===== src/rtl/mapper_flit_receiver.sv =====
// mapper_flit_receiver: NoC ejection-port receiver for a mapper.
// Flits addressed to this port are queued in a show-ahead FIFO.
// Every flit that is consumed or misrouted returns one credit upstream.
// A small FSM tracks packet boundaries, and a counter counts delivered packets.
module mapper_flit_receiver #(
    parameter int FLIT_DATA_WIDTH = 32,
    parameter int DEST_BITS       = 2,
    parameter int VC_BITS         = 1,
    parameter int MY_PORT         = 0,
    parameter int FIFO_DEPTH      = 8,
    parameter int FLIT_W          = 2 + FLIT_DATA_WIDTH + DEST_BITS + VC_BITS
) (
    input  logic                       CLK,
    input  logic                       RST,
    input  logic [FLIT_W-1:0]          flit_in,
    output logic [VC_BITS:0]           credit_out,
    output logic [FLIT_DATA_WIDTH-1:0] data_out,
    output logic                       data_tail,
    output logic                       data_valid,
    input  logic                       data_ready,
    output logic                       in_packet,
    output logic [15:0]                pkt_count,
    output logic                       overflow_err,
    output logic                       dest_err
);
    localparam int ENT_W    = 1 + VC_BITS + FLIT_DATA_WIDTH;
    localparam int PTR_W    = $clog2(FIFO_DEPTH);
    localparam int CNT_W    = $clog2(FIFO_DEPTH + 1);
    // The credit queue holds at least FIFO_DEPTH+2 entries. It is a power of 2, so the pointers wrap without extra logic.
    localparam int CQ_DEPTH = 2 * FIFO_DEPTH;
    localparam int CQ_PTR_W = $clog2(CQ_DEPTH);
    localparam int PEND_W   = $clog2(CQ_DEPTH + 1);

    typedef enum logic {IDLE, IN_PKT} state_t;

    // Fields of the incoming flit, packed MSB first as {valid, tail, dest, vc, data}.
    logic                       w_valid, w_tail;
    logic [DEST_BITS-1:0]       w_dest;
    logic [VC_BITS-1:0]         w_vc;
    logic [FLIT_DATA_WIDTH-1:0] w_data;
    assign w_valid = flit_in[FLIT_W-1];
    assign w_tail  = flit_in[FLIT_W-2];
    assign w_dest  = flit_in[FLIT_W-3 -: DEST_BITS];
    assign w_vc    = flit_in[FLIT_DATA_WIDTH +: VC_BITS];
    assign w_data  = flit_in[FLIT_DATA_WIDTH-1:0];

    // Flit FIFO storage and pointers
    logic [ENT_W-1:0] r_mem [FIFO_DEPTH];
    logic [PTR_W-1:0] r_wptr, r_rptr;
    logic [CNT_W-1:0] r_count;
    logic [ENT_W-1:0] w_head;
    logic [VC_BITS-1:0] w_head_vc;
    logic w_full, w_pop, w_arrive, w_mine, w_write, w_drop, w_misroute;

    // Set during reset and for the first edge after it, so that edge ignores flit_in.
    logic r_rst_q;

    assign w_head     = r_mem[r_rptr];
    assign data_tail  = w_head[ENT_W-1];
    assign w_head_vc  = w_head[FLIT_DATA_WIDTH +: VC_BITS];
    assign data_out   = w_head[FLIT_DATA_WIDTH-1:0];
    assign data_valid = (r_count != '0);
    assign w_full     = (r_count == CNT_W'(FIFO_DEPTH));
    assign w_pop      = data_valid & data_ready;
    assign w_arrive   = w_valid & ~r_rst_q;
    assign w_mine     = (w_dest == DEST_BITS'(MY_PORT));
    // A full FIFO can still take a flit when the head leaves in the same cycle.
    assign w_write    = w_arrive & w_mine & (~w_full | w_pop);
    assign w_drop     = w_arrive & w_mine & w_full & ~w_pop;
    assign w_misroute = w_arrive & ~w_mine;

    // Credit scheduling: the pop credit is queued ahead of the misroute credit.
    logic [1:0]          w_n_inc;
    logic [VC_BITS-1:0]  w_new0, w_new1, w_emit_vc;
    logic                w_emit;
    logic [VC_BITS-1:0]  r_cq [CQ_DEPTH];
    logic [CQ_PTR_W-1:0] r_cq_wptr, r_cq_rptr;
    logic [PEND_W-1:0]   r_pend;
    logic [VC_BITS:0]    r_credit;

    assign w_n_inc = {1'b0, w_pop} + {1'b0, w_misroute};
    assign w_new0  = w_pop ? w_head_vc : w_vc;
    assign w_new1  = w_vc;
    // When nothing is pending, the oldest new credit bypasses the queue. Credits then leave the cycle after they are scheduled.
    assign w_emit    = (r_pend != '0) | w_pop | w_misroute;
    assign w_emit_vc = (r_pend != '0) ? r_cq[r_cq_rptr] : w_new0;
    assign credit_out = r_credit;

    state_t r_state, w_state_next;
    logic [15:0] r_pkt_count;
    logic r_overflow_err, r_dest_err;

    assign in_packet    = (r_state == IN_PKT);
    assign pkt_count    = r_pkt_count;
    assign overflow_err = r_overflow_err;
    assign dest_err     = r_dest_err;

    // Payload storage. It has no reset because its contents are meaningless while the count is zero.
    always_ff @(posedge CLK) begin
        if (w_write) r_mem[r_wptr] <= {w_tail, w_vc, w_data};
    end

    // FIFO pointers and occupancy count
    always_ff @(posedge CLK or posedge RST) begin
        if (RST) begin
            r_wptr  <= '0;
            r_rptr  <= '0;
            r_count <= '0;
        end else begin
            if (w_write) r_wptr <= r_wptr + PTR_W'(1);
            if (w_pop)   r_rptr <= r_rptr + PTR_W'(1);
            case ({w_write, w_pop})
                2'b10:   r_count <= r_count + CNT_W'(1);
                2'b01:   r_count <= r_count - CNT_W'(1);
                default: r_count <= r_count;
            endcase
        end
    end

    // Credit vc queue storage. Up to two entries are pushed per cycle.
    always_ff @(posedge CLK) begin
        if (w_n_inc != 2'd0) r_cq[r_cq_wptr] <= w_new0;
        if (w_n_inc == 2'd2) r_cq[r_cq_wptr + CQ_PTR_W'(1)] <= w_new1;
    end

    // Pending-credit counter, queue pointers and registered credit output
    always_ff @(posedge CLK or posedge RST) begin
        if (RST) begin
            r_cq_wptr <= '0;
            r_cq_rptr <= '0;
            r_pend    <= '0;
            r_credit  <= '0;
        end else begin
            r_cq_wptr <= r_cq_wptr + CQ_PTR_W'(w_n_inc);
            r_cq_rptr <= r_cq_rptr + CQ_PTR_W'(w_emit);
            r_pend    <= r_pend + PEND_W'(w_n_inc) - PEND_W'(w_emit);
            r_credit  <= w_emit ? {1'b1, w_emit_vc} : '0;
        end
    end

    // Delivery FSM state register
    always_ff @(posedge CLK or posedge RST) begin
        if (RST) r_state <= IDLE;
        else     r_state <= w_state_next;
    end

    // Delivery FSM next state. A tail pop always ends the packet, and a non-tail pop opens one.
    always_comb begin
        w_state_next = r_state;
        if (w_pop) begin
            case (r_state)
                IDLE:    if (!data_tail) w_state_next = IN_PKT;
                IN_PKT:  if (data_tail)  w_state_next = IDLE;
                default: w_state_next = IDLE;
            endcase
        end
    end

    // Packet counter, sticky error flags and the post-reset arrival mask
    always_ff @(posedge CLK or posedge RST) begin
        if (RST) begin
            r_pkt_count    <= '0;
            r_overflow_err <= 1'b0;
            r_dest_err     <= 1'b0;
            r_rst_q        <= 1'b1;
        end else begin
            r_rst_q <= 1'b0;
            if (w_pop && data_tail) r_pkt_count <= r_pkt_count + 16'd1;
            if (w_drop)     r_overflow_err <= 1'b1;
            if (w_misroute) r_dest_err     <= 1'b1;
        end
    end
endmodule


===== config.mk =====
export PLATFORM = sky130hd
export DESIGN_NAME = mapper_flit_receiver
export DESIGN_NICKNAME = d
export VERILOG_FILES = /design/src/rtl/mapper_flit_receiver.sv
export SDC_FILE = /design/constraint.sdc
export NUM_CORES = 1
export LEC_CHECK = 0
export ABC_AREA = 1
export CORE_MARGIN = 1.5
export CORE_UTILIZATION = 45
export CTS_CLUSTER_DIAMETER = 30
export DETAILED_ROUTE_END_ITERATION = 12
export GPL_TIMING_DRIVEN = 0
export PLACE_DENSITY = 0.62
export SLEW_MARGIN = 20
export SYNTH_ARGS = -nofsm -noshare
export SYNTH_HDL_FRONTEND = slang
export SYNTH_SLANG_ARGS = --single-unit

===== constraint.sdc =====
create_clock -name CLK -period 3 [get_ports CLK]
set_clock_uncertainty 0.05 [all_clocks]
set_input_delay 0.6 -clock CLK [delete_from_list [all_inputs] [get_ports CLK]]
set_output_delay 0.6 -clock CLK [all_outputs]
set_load 0.1 [all_outputs]

Yosys cells after proc, flatten, opt, wreduce, memory -nomap -nowiden:

Memories as Yosys holds them, arrays and structs flattened.
Index checks and enable logic that the tools add are counted.

* flip-flop bits (word level): 45
* memory bits (writable): 288
* bits of input ports: 40
* output and inout bits: 55
* word-level logic and storage cells: 60
* memories: 2

* add/subtract/negate cells: 11
* equal/unequal tests: 4
* multiplexer cells: 11
* bitwise gates (word level): 14
* reduce and logical (&&, ||, !) cells: 6

Memories
* r_mem: words 8, width 34, rd ports 1, clocked after Yosys merged registers in 0, wr ports 1, line 48 `logic [ENT_W-1:0] r_mem [FIFO_DEPTH];`
* r_cq: words 16, width 1, rd ports 1, clocked after Yosys merged registers in 0, wr ports 2, line 76 `logic [VC_BITS-1:0] r_cq [CQ_DEPTH];`

Operators by type and width (number)
* adder 16 x 1 -> 16 bit (second input constant): 1
* 2-to-1 mux 1 bit: 9
* adder 4 x 1 -> 4 bit (second input constant): 2
* one-hot mux 4 bit (2 select lines): 1
* AND 1 bit: 7
* adder 3 x 1 -> 3 bit (second input constant): 2
* adder 5 x 2 -> 5 bit: 1
* nonzero test 5 bit: 1
* subtractor 5 x 1 -> 5 bit: 1
* adder 4 x 1 -> 4 bit: 1
* adder 4 x 2 -> 4 bit: 1
* equality test 2 bit (second input constant): 2
* equality test 4 bit (second input constant): 1
* NOT 1 bit: 4
* nonzero test 2 bit: 2
* nonzero test 4 bit: 1
* subtractor 4 x 1 -> 4 bit (second input constant): 1
* bitwise OR 1 bit: 3
* adder 1 x 1 -> 2 bit: 1
* equality test 2 x 1 -> 1 bit (second input constant): 1
* zero test 2 bit: 1
* 2-to-1 mux 2 bit: 1
* logical AND 1 bit: 1

Logic depth before layout (Yosys ltp):

* depth in word-level cells: 7
* mapped depth: 13
* gate-level depth less buffers: 12

Least setup slack after synthesis:

OpenSTA, ideal clock, no wires.

* path type: reg2reg
* from: register r_count[0]
* to: register r_pend[4]
* library setup time: 0.079 ns
* arrival time: 3.212 ns
* required time: 2.871 ns
* setup slack: -0.341 ns
* cell stages (with the launch flop): 12
* path buffers: 1
* clock period less this slack: 3.341 ns
* path through: dfrtp_1 -> nor2_1 -> nand3_2 -> nand2_4 -> inv_2 -> ha_1 -> clkinv_1 -> buf_1 -> ha_1 -> fa_1 -> o21ai_0 -> xor2_1

* word-level cells in the longest chain between the ends: 5
* elaborated cells on any way between the ends: 7
* those cells by class: add/sub (3); bitwise (3); reduce/logical (1)

Ends and longest elaborated chain
* from (decl): line 50 `logic [CNT_W-1:0] r_count;`
* from (signal assigned): line 113 `2'b10: r_count <= r_count + CNT_W'(1);`
* from (signal assigned): line 114 `2'b01: r_count <= r_count - CNT_W'(1);`
* from (signal assigned): line 115 `default: r_count <= r_count;`
* nonzero test 4 bit *: line 62 `assign data_valid = (r_count != '0);`
* via data_valid: line 19 `output logic data_valid,`
* AND 1 bit *: line 64 `assign w_pop = data_valid & data_ready;`
* adder 1 x 1 -> 2 bit or bitwise OR 1 bit (tied branches): line 81, 85
* adder 5 x 2 -> 5 bit or bitwise OR 1 bit (tied branches): line 136, 85
* subtractor 5 x 1 -> 5 bit *: line 136 `r_pend <= r_pend + PEND_W'(w_n_inc) - PEND_W'(w_emit);`
* to (signal assigned): line 136
* to (decl): line 78 `logic [PEND_W-1:0] r_pend;`

The timed path passes the listed nets; every way through them passes the cells marked *.
A chain may end at the register's enable or synchronous reset.

Worst setup path in the final report:

* from: register r_rptr[0]
* to: output port data_out[20]

* word-level cells in the longest chain between the ends: 1

Ends and longest elaborated chain
* from (decl): line 49 `logic [PTR_W-1:0] r_wptr, r_rptr;`
* from (signal assigned): line 111 `if (w_pop) r_rptr <= r_rptr + PTR_W'(1);`
* memory (8 x 34 bit)
* to (decl): line 17 `output logic [FLIT_DATA_WIDTH-1:0] data_out,`

No other way between the ends.

==> results_dict.tcl <==
set metrics [dict create \
    synth_area_sq_um 14100 \
    grt_pass1_wl_um 53600 \
    fill_cells 2399 \
    path_clk_slew_ns 0.04 \
    final_cell_area_sq_um 18800 \
    postPlaceCellArea_sq_um 15900 \
    grt_pass1_vias 9998 \
    hold_class "input port to async pin" \
    ys_ff_latch 333 \
    fmax_mhz 342 \
    drt-total-wl_um 33600 \
    cts.sinks 333 \
    synth_fa_ha_area_share_pct 2.12 \
    vias 9907 \
    status "finished, final reports clean" \
    cts_tree "yes" \
    ys_types 35 \
    row_count 64 \
    synth_top_family_by_area "simple AND/OR/NAND/NOR gates" \
    synthSimpleGateAreaFrac_pct 12.6 \
    synthMuxAreaShare_pct 0 \
    yosys.area.top_type_share_pct 61.5 \
    drc 0 \
    syn_inst 1230 \
    hold_viol 0 \
    holdBufCountCts 0 \
    antenna_found_initial 2 \
    io_buffers 94 \
    drt_iter0_drc 853 \
    use_met1_pct 27.8 \
    reg2reg_from "r_count[0]" \
    grt_max_degree 26 \
    setup_tns_ns 0 \
    gp_congestion 0.800 \
    die_h_um 180 \
    rsz0062_at_grt "false" \
    n_antenna_cell 0 \
    ant_nets 0 \
    area_growth_pct 33.8 \
    synth_top_area_cell "edfxtp_1" \
    maxSlewViolCount 0 \
    critPathLaunchType "flop" \
    cap_violations 0 \
    cts_buffers 73 \
    crit_end "data_out[20]" \
    mostFrequentLayoutCell "edfxtp_1" \
    initial_utilization_pct 45.9 \
    r2r_end "r_pend[4]" \
    met2_usage_pct 33.8 \
    ys_warn_count 0 \
    r2r_setup_slack_ns 0.26 \
    relSlewSlack_pct 34.9 \
    dp_hpwl_um 21700 \
    ctsRootBufferMaster "clkbuf_16" \
    top_usage_layer "met2" \
    crit_path_start "r_rptr[0]" \
    r2r_cells 10 \
    crit_fanout 10 \
    wl_per_cell_um 18.0 \
    path_cells "inv_1 -> buf_6 -> buf_12 -> buf_6 -> nor2_1 -> o22ai_1 -> nand2_1 -> nand2_2 -> buf_12" \
    h-tree-depth 3 \
    cp.arrival_ns 2.27 \
    crit_path_max_incr_delay_ns 0.41 \
    critical_path_class "flop to output pin" \
    clock_latency_ns 0.57 \
    synth_edf_count 288 \
    syn_avg_cell_area_sq_um 11.4 \
    crit_required_ns 2.35 \
    die_w_um 180 \
    final_nets 1474 \
    worst_path_max_delay_cell "dfrtp_1" \
    dieArea_sq_um 32300 \
    ios 95 \
    synth-async-reset-ratio_pct 13.5 \
    ys_seq_area_share_pct 69.5 \
    min_period_over_period_pct 97.4 \
    synth_compound_area_share_pct 9.98 \
    viasPerCell 5.31 \
    synthTopCellsByArea "edfxtp_1, dfrtp_1, nor2_1, nand2_1, o21ai_0" \
    finalSetupViolCount 0 \
    overflow 0 \
    drive_gt1_share_pct 17.1 \
    first_pass_iters 7 \
    synth-xor-area-share_pct 1.62 \
    layout_min_cycle_time_ns 2.92 \
    worst_pin_slew_ns 0.974 \
    coreArea_sq_um 30700 \
    synth_nets 1292 \
    track_usage_pct 21.0 \
    max-clock-path-buffers 3 \
    grt_util_met3_pct 4.19 \
    endpoint_kind "output pin" \
    synthFlopType "edfxtp_1" \
    layout_common_cells "edfxtp_1, nand2_1, nor2_1" \
]
## registers in the layout (all words and copies together), names as in the netlist
name,flops
overflow_err,1
r_rptr,3
r_cq_rptr,4
r_cq,16
r_count,4
r_rst_q,1
credit_out,2
in_packet,1
r_cq_wptr,4
r_pend,5
pkt_count,16
r_mem,272
r_wptr,3
dest_err,1
## how the worst min path moves through the flow
stage / from / end / slack, ns / cells after the start
4_1_cts: RST / r_pend[3] / 0.39 / 2
3_3_place_gp: overflow_err / overflow_err / 0.41 / 1
2_1_floorplan: r_cq_rptr[0] / r_cq_rptr[0] / 0.42 / 1
6_report: RST / r_pend[3] / 0.38 / 2
5_1_grt: RST / r_pend[3] / 0.41 / 2
3_5_place_dp: dest_err / dest_err / 0.41 / 1
## critical path: cells and delay by family, from the launching register on
kind / cells / cell delay (ns)
buffers and inverters: 5 / 0.75
AO/OA/AOI/OAI: 1 / 0.23
AND/OR/NAND/NOR: 3 / 0.30
flip-flops: 1 / 0.41
## metrics by stage
step                std cells  utilization, %  hold slack, ns  setup WS [ns]
floorplan                1230               -           0.423         -0.192
global placement         1720            50.6           0.407          -2.21
detailed placement       1733            52.0           0.411         -0.753
CTS                      1865            60.8           0.390       0.000514
global route             1867            61.4           0.414        0.00132
finish                   1867            61.4           0.381         0.0792
## cells in the mapped netlist (all sizes together) (5+ instances only)
cell	n
xor2	19
o22ai	64
buf	27
nand3	29
edfxtp	288
ha	19
nor3	7
a31oi	16
nor2	201
inv	86
dfrtp	44
xnor2	7
o21ai	168
nand2	199
clkbuf	33
a21oi	5
## cell families (layout without fill, tap and decap cells)
family / count (synthesis) / in the layout
xor+xnor: 26 / 26
flops: 333 / 333
compound gates: 258 / 258
buf+inv: 147 / 388
simple gates: 443 / 443
other cells: 1 / 1
fa+ha+maj: 22 / 22
## final cells by class
class	count	area, sq um	area share [%]
clock buffer	85	1940	10.3
clock inverter	49	607	3.22
tap	396	495	2.63
timing repair buffer	109	1460	7.73
multi-input combinational	750	3790	20.1
sequential	333	9780	51.9
buffer	58	442	2.34
inverter	87	332	1.76
## per-layer routing
layer	part of all wire, %	wire length [um]	vias to the layer above
met5	0.068	23	-
met4	3.3	1100	4
met3	5.9	1970	99
met2	47	15800	345
met1	44	14700	4773
li1	-	-	4686
## timing repair
item | 4_1_cts | 5_1_grt
buffers inserted | 0 | 2
gates resized for setup | 289 | 64
setup endpoints to repair | 38 | 34
pin swaps | 0 | 2
Power is left out: the tool's default activity adds up to more than one toggle a clock period on the data nets, which glitch-free logic cannot reach.
